File: src/rtl/seat_access_arbiter.sv
// Seat-table controller: round-robin arbitration of kiosk check-in/check-out
// requests plus an idle-time sweep that releases seats held past LIMIT ticks.
module seat_access_arbiter #(
    parameter int          NREQ  = 4,
    parameter int          SEATS = 32,
    parameter logic [10:0] LIMIT = 11'd60
) (
    input  logic                 clk_i,
    input  logic                 rst_i,
    input  logic [NREQ-1:0]      req_i,
    input  logic [NREQ-1:0]      op_i,
    input  logic [NREQ*25-1:0]   student_no_i,
    input  logic [NREQ*5-1:0]    seat_no_i,
    input  logic [10:0]          time_now_i,
    output logic [NREQ-1:0]      grant_o,
    output logic [1:0]           result_o,
    output logic                 busy_o,
    output logic [SEATS-1:0]     occupied_o,
    output logic                 expire_o,
    output logic [4:0]           expire_seat_o
);

    // state | meaning
    // IDLE  | arbitrate pending requests, otherwise run one sweep step
    // CHECK | validate latched request, write the seat table
    // RESP  | present grant/result, advance round-robin pointer

    localparam int IW = (NREQ > 1) ? $clog2(NREQ) : 1;
    localparam int SW = (SEATS > 1) ? $clog2(SEATS) : 1;

    typedef enum logic [1:0] {IDLE, CHECK, RESP} state_t;

    state_t             state_q;
    logic [IW-1:0]      rr_q;
    logic [IW-1:0]      win_q;
    logic               op_q;
    logic [24:0]        stu_q;
    logic [4:0]         seat_q;
    logic [SEATS-1:0]   occ_q;
    logic [24:0]        owner_q [SEATS];
    logic [10:0]        stamp_q [SEATS];
    logic [4:0]         sweep_q;
    logic [NREQ-1:0]    grant_q;
    logic [1:0]         result_q;
    logic               expire_q;
    logic [4:0]         expire_seat_q;

    logic               pick_valid;
    logic [IW-1:0]      pick_idx;
    logic [SW-1:0]      seat_idx;
    logic [SW-1:0]      sweep_idx;
    logic               seat_legal;
    logic [1:0]         chk_res;
    logic               chk_set;
    logic               chk_clr;
    logic [10:0]        elapsed;
    logic               sweep_hit;

    // Search begins one past the last winner so every kiosk gets a turn.
    always_comb begin
        pick_valid = 1'b0;
        pick_idx   = '0;
        for (int k = 0; k < NREQ; k++) begin
            if (!pick_valid && req_i[(int'(rr_q) + k) % NREQ]) begin
                pick_valid = 1'b1;
                pick_idx   = IW'((int'(rr_q) + k) % NREQ);
            end
        end
    end

    assign seat_idx   = seat_q[SW-1:0];
    assign sweep_idx  = sweep_q[SW-1:0];
    assign seat_legal = ({27'd0, seat_q} < SEATS);

    always_comb begin
        chk_res = 2'b00;
        chk_set = 1'b0;
        chk_clr = 1'b0;
        if (!seat_legal) begin
            chk_res = 2'b11;
        end else if (op_q) begin
            if (occ_q[seat_idx]) chk_res = 2'b01;
            else                 chk_set = 1'b1;
        end else begin
            if (!occ_q[seat_idx] || owner_q[seat_idx] != stu_q) chk_res = 2'b10;
            else                                                 chk_clr = 1'b1;
        end
    end

    // Modulo-2048 difference copes with timer wrap for free.
    assign elapsed   = time_now_i - stamp_q[sweep_idx];
    assign sweep_hit = occ_q[sweep_idx] && (elapsed >= LIMIT);

    always_ff @(posedge clk_i or posedge rst_i) begin
        if (rst_i) begin
            state_q       <= IDLE;
            rr_q          <= '0;
            win_q         <= '0;
            op_q          <= 1'b0;
            stu_q         <= '0;
            seat_q        <= '0;
            occ_q         <= '0;
            sweep_q       <= '0;
            grant_q       <= '0;
            result_q      <= 2'b00;
            expire_q      <= 1'b0;
            expire_seat_q <= '0;
            for (int s = 0; s < SEATS; s++) begin
                owner_q[s] <= '0;
                stamp_q[s] <= '0;
            end
        end else begin
            grant_q  <= '0;
            expire_q <= 1'b0;
            case (state_q)
                IDLE: begin
                    if (pick_valid) begin
                        win_q   <= pick_idx;
                        op_q    <= op_i[pick_idx];
                        stu_q   <= student_no_i[int'(pick_idx)*25 +: 25];
                        seat_q  <= seat_no_i[int'(pick_idx)*5 +: 5];
                        state_q <= CHECK;
                    end else begin
                        if (sweep_hit) begin
                            occ_q[sweep_idx] <= 1'b0;
                            expire_q         <= 1'b1;
                            expire_seat_q    <= sweep_q;
                        end
                        if (int'(sweep_q) >= SEATS - 1) sweep_q <= '0;
                        else                            sweep_q <= sweep_q + 5'd1;
                    end
                end
                CHECK: begin
                    result_q       <= chk_res;
                    grant_q[win_q] <= 1'b1;
                    if (chk_set) begin
                        occ_q[seat_idx]   <= 1'b1;
                        owner_q[seat_idx] <= stu_q;
                        stamp_q[seat_idx] <= time_now_i;
                    end
                    if (chk_clr) occ_q[seat_idx] <= 1'b0;
                    state_q <= RESP;
                end
                RESP: begin
                    rr_q    <= IW'((int'(win_q) + 1) % NREQ);
                    state_q <= IDLE;
                end
                default: state_q <= IDLE;
            endcase
        end
    end

    assign grant_o       = grant_q;
    assign result_o      = result_q;
    assign busy_o        = (state_q != IDLE);
    assign occupied_o    = occ_q;
    assign expire_o      = expire_q;
    assign expire_seat_o = expire_seat_q;

endmodule

File: config.mk
export PLATFORM = sky130hd
export DESIGN_NAME = seat_access_arbiter
export DESIGN_NICKNAME = d
export VERILOG_FILES = /design/src/rtl/seat_access_arbiter.sv
export SDC_FILE = /design/constraint.sdc
export NUM_CORES = 2
export LEC_CHECK = 0
export CAP_MARGIN = 20
export CORE_MARGIN = 3
export CORE_UTILIZATION = 45
export CTS_BUF_LIST = sky130_fd_sc_hd__clkbuf_16
export CTS_CLUSTER_DIAMETER = 80
export CTS_CLUSTER_SIZE = 16
export DETAILED_ROUTE_END_ITERATION = 10
export HOLD_SLACK_MARGIN = 0.02
export PLACE_DENSITY_LB_ADDON = 0.1
export SETUP_SLACK_MARGIN = 0.15
export SLEW_MARGIN = 20
export SYNTH_ARGS = -nofsm -noshare
export SYNTH_HDL_FRONTEND = slang
export SYNTH_SLANG_ARGS = --single-unit
File: constraint.sdc
create_clock -name clk_i -period 55.6 [get_ports clk_i]
set_clock_uncertainty 0.2 [all_clocks]
set_input_delay 5.56 -clock clk_i [delete_from_list [all_inputs] [get_ports clk_i]]
set_output_delay 5.56 -clock clk_i [all_outputs]
set_load 0.01 [all_outputs]
Word level (Yosys, flattened, before mapping)
Cells that the tools add are included.

Register bits after elaboration: 1238. Bits in latches: 0. Memory bits (writable): 0. Memory bits (read-only): 0. Output and inout port bits: 45. Logic and storage cells: 206. Memories: 0.

Add/subtract/negate cells: 6. Multipliers: 2. Divide/modulo/power cells: 0. Magnitude comparators: 16. Eq/ne operators: 6. Shift operators: 2. Muxes and demuxes: 63. Bitwise gates (word level): 11. Reductions and logical operators: 24.

Operators by type and width (count): bitwise mux 800 bit (1); bitwise mux 352 bit (1); 2-to-1 mux 32 bit (5); binary-select mux 25 bit (select 5 bit) (1); demux 25 bit (select 5 bit) (1); variable part select 100 x 8 -> 25 bit (1); 2-to-1 mux 25 bit (3); AND 32 bit (2); NOT 32 bit (2); one-hot mux 32 bit (2 select lines) (1); binary-select mux 11 bit (select 5 bit) (1); demux 11 bit (select 5 bit) (1); 2-to-1 mux 11 bit (3); OR 32 bit (1); 2-to-1 mux 1 bit (25); != test 25 bit (1); variable part select 20 x 6 -> 5 bit (1); 2-to-1 mux 2 bit (7); >= comparator 6 bit (second input constant) (2); less-than comparator 3 x 4 -> 1 bit (second input constant) (3); less-than comparator 5 x 6 -> 1 bit (second input constant) (2); NOT 5 -> 6 bit (2); >= comparator 11 x 6 -> 1 bit (second input constant) (1); subtractor 11 bit (1); other kinds (30) (61).

Depth between registers and ports, before layout
Depth in word-level cells: 16. Mapped depth: 21. Gate-level depth less buffers: 15.

Worst setup path before layout
Ideal clock, no wire load.

Kind: input to register. Start point: input time_now_i[0]. End point: register expire_seat_q[0], in the netlist expire_seat_o[0]. Setup time: 0.125 ns. Arrival time: 8.370 ns. Required time: 55.275 ns. Slack: 46.905 ns. Cell stages on the path: 14. Buffers on the path: 3. Cells stage by stage: inv_1 clkbuf_1 clkbuf_1 ha_1 nor2b_1 o31a_1 o21ai_0 o21ai_0 a31oi_1 xnor2_1 and3_1 clkbuf_1 nor3_1 mux2_2.

Cells in the longest elaborated chain, start to end: 4.

RTL lines: start: declaration (line 14) `input logic [10:0] time_now_i,`; subtractor 11 bit (line 91) `assign elapsed = time_now_i - stamp_q[sweep_idx];`; >= comparator 11 x 6 -> 1 bit (line 92) `assign sweep_hit = occ_q[sweep_idx] && (elapsed >= LIMIT);`; logical AND 1 bit (line 92); AND reduction 3 bit (no line); end signal: assignment (line 127) `expire_seat_q <= sweep_q;`; end: declaration (line 46) `logic [4:0] expire_seat_q;`.

No other way between the ends. A chain may end at the register's enable or synchronous reset.

==> summary.md <==
| Metric | Value |
|---|---|
| Largest family of logic cells by synthesized area | multiplexers |
| RSZ-0062 raised after global routing | no |
| GR Util All Layers | 28.0% |
| Period minus WS final | 10.47 ns |
| Clk_lat worst skew | 0.69 ns |
| Drt wl/cell | 30.7 um |
| Final Setup Violations | 0 |
| Initial Util | 45.4% |
| Total die area | 133000 um^2 |
| Mapped Cells | 4444 |
| Post-CTS setup buffer count | 0 |
| Pwr/cell area | 48.9 nW/um^2 |
| Share of cells above drive strength 1 | 32.9% |
| Post-synthesis adder-cell area fraction | 0.432% |
| Yosys Warn Count | 0 |
| CTS clk-pin slew, worst paths | 0.07 ns |
| Most frequent cell after synthesis | dfrtp_1 |
| Xor/xnor share of the synthesized area | 0.181% |
| Sink Count | 1238 |
| Largest net degree at the start of global routing | 178 |
| # DRC | 0 |
| CP endpoint kind | async pin |
| Vias | 37500 |
| CP max stage cell | buf_4 |
| Post-synth EDFFs | 0 |
| Synth Area in Compound Gates | 5.47% |
| CTS tree | yes |
| Remaining Overflow, GRT | 0 |
| DR vias/cell | 6.12 |
| Area Overhead vs Synth | 10.4% |
| Core Rows | 131 |
| Critical Path AT | 10.94 ns |
| Max Cap Viol | 0 |
| Clock root buffer | clkbuf_16 |
| GPL Wtd Cong | 0.833 |
| Worst Path Max Fanout | 161 |
| Run status | complete, no violations |
| CTS max path bufs | 3 |
| CP most frequent cell | buf_4 |
| CORE AREA | 128000 um^2 |
| Max-slew violation count | 0 |
| Slew @ Worst Pin | 1.17 ns |
| Leakage | 0.0298 uW |
| Die extent in y | 365 um |
| Slew headroom | 22.3% |
| First-pass GRT wire length | 270 mm |
| Antenna-violating nets left | 0 |
| Final worst slack | 45.13 ns |
| Max Freq | 0.0955 GHz |
| H-tree levels | 3 |
| Post-Syn Area | 58000 um^2 |
| Mux contribution to synthesized area | 32.2% |
| Hold_buf cts | 0 |
| TNS Setup | 0 ns |
| Worst EP required | 56.07 ns |
| Hold Vio Cnt, Final | 0 |
| CTS buffer count | 88 |
| Worst vdd ir | 0.0000455 V |
| Commonest cells in the netlist | 1238 x dfrtp_1, 1060 x mux2_2, 432 x mux2i_1, 346 x nand2_1, 258 x clkbuf_1 |
| Vias in the first global route | 37300 |
| Hold Path Class | reg2reg |
| Distinct cells, synth | 72 |
| Gates resized, CTS repair | 0 |
| Syn_area_per_cell | 13.0 um^2 |
| Synth area leader | dfrtp_1 |
| First-pass detailed-route iteration total | 5 |
| PortBufs | 185 |
| Fin crit share | 18.8% |
| Final wirelength | 188 mm |
| Post-synthesis simple-gate area fraction | 5.22% |
| Top FF cell, synth | dfrtp_1 |
| Setup WS pre-CTS | 44.21 ns |
| Final net count | 4609 |
| Post-detail-place hpwl | 106 mm |
| Mapped Nets | 4605 |
| Drt first-iter violations | 2957 |
| Seq/Total Area, Yosys | 53.4% |
| Crit path largest cell delay | 0.85 ns |
| Ys async rst share | 100% |
| Initial antenna violation count | 4 |
| Kind of start point of the critical path | input pin |
| Die W | 365 um |
| Crit-path cells | clkdlybuf4s50_1, inv_8, buf_4, buf_4, buf_12, buf_4, buf_4 |
| Top Ports | 186 |
| Critical path class | in2async |
| Largest cells by area after synthesis | dfrtp_1 53%, mux2_2 21%, mux2i_1 7.5%, mux4_2 3.8%, o22ai_1 2.3% |
| Seq cells post-synth | 1238 |
| Synth top area share | 53.4% |
==> cell families (layout without fill, tap and decap cells) <==
| group | Yosys count | count (layout) |
|---|---|---|
| and+or+nand+nor | 616 | 616 |
| AOI/OAI and AO/OA | 527 | 527 |
| buffers and inverters | 425 | 444 |
| xor gates and xnor gates | 12 | 12 |
| DFF | 1238 | 1238 |
| muxes | 1606 | 1606 |
| other | 0 | 2 |
| adders and majority gates | 20 | 20 |
==> stage by stage <==
step	cells	hold WS (ns)	instance area (um^2)	power (uW)	utilization, %
detailed placement	6019	0.266	61600	2530	48.2
global placement	6018	0.257	61500	2500	48.2
CTS	6124	0.282	64000	3140	50.1
floorplan	4444	0.245	58000	2170	-
global route	6125	0.298	64000	3300	50.1
finish	6127	0.282	64000	3130	50.1
==> per-layer routing <==
metal	up-vias	part of all wire (%)	routed length, um	global-route usage, %
met5	-	0	0	0
met4	0	3.1	5890	8.60
met3	269	5.8	10900	4.81
met2	1082	46	86500	44.5
met1	20000	45	84900	39.3
li1	16200	-	-	-
==> registers in the layout, indices dropped and copies added (netlist names) <==
register and cells:
seat_idx 5, op_q 1, result_o 2, occupied_o 32, stu_q 25, stamp_q 352
rr_q 2, owner_q 800, win_q 2, state_q 2, expire_o 1, sweep_idx 5
grant_o 4, expire_seat_o 5
==> cell type report <==
class                      instances  area, um^2
clock inverter                    12        70.1
clock buffer                      93        2330
fill                           11200       63700
tap                             1662        2080
inverter                          20        82.6
multi-input combinational       2781       25500
timing repair buffer             319        2950
antenna                            2        5.00
sequential                      1238       31000
==> layout by cell type (no fill, tap or decap), drive strengths merged, types with 6 or more instances in the layout <==
| cell type | count |
|---|---|
| nor4 | 84 |
| and2 | 6 |
| o211ai | 6 |
| o22ai | 216 |
| or4 | 6 |
| nand2 | 346 |
| or2 | 6 |
| clkinv | 6 |
| dfrtp | 1238 |
| clkbuf | 93 |
| clkdlybuf4s50 | 184 |
| mux2i | 432 |
| o21ai | 201 |
| nor3 | 9 |
| a21o | 7 |
| nand2b | 6 |
| nand3 | 55 |
| nand4 | 7 |
| mux4 | 98 |
| nand4bb | 6 |
| inv | 26 |
| nor2 | 32 |
| a41o | 7 |
| a22oi | 12 |
| a21oi | 33 |
| mux2 | 1076 |
| and3 | 23 |
| ha | 20 |
| o21ba | 7 |
| xor2 | 9 |
| buf | 135 |
==> worst max-delay path: cells and delay by family <==
kind / cells / cell delay [ns]
buffers and inverters: 7 / 5.04
==> power by group <==
group,internal [uW],switching (uW)
Sequential,1190,175
Combinational,531,616
Clock,297,321
==> final timing paths <==
check / cells past startpoint / from / slack [ns] / to
worst max-delay path: 7 / rst_i / 45.13 / owner_q[422]
worst min-delay path: 2 / stamp_q[55] / 0.28 / stamp_q[55]
worst max register to register: 15 / sweep_idx[0] / 48.85 / expire_seat_o[0]
worst min register to register: 2 / stamp_q[55] / 0.28 / stamp_q[55]
max in group clk_i: 12 / time_now_i[0] / 45.90 / expire_seat_o[0]
min in group asynchronous: 2 / rst_i / 5.28 / stamp_q[192]
Power figures use the tool's default switching activity.
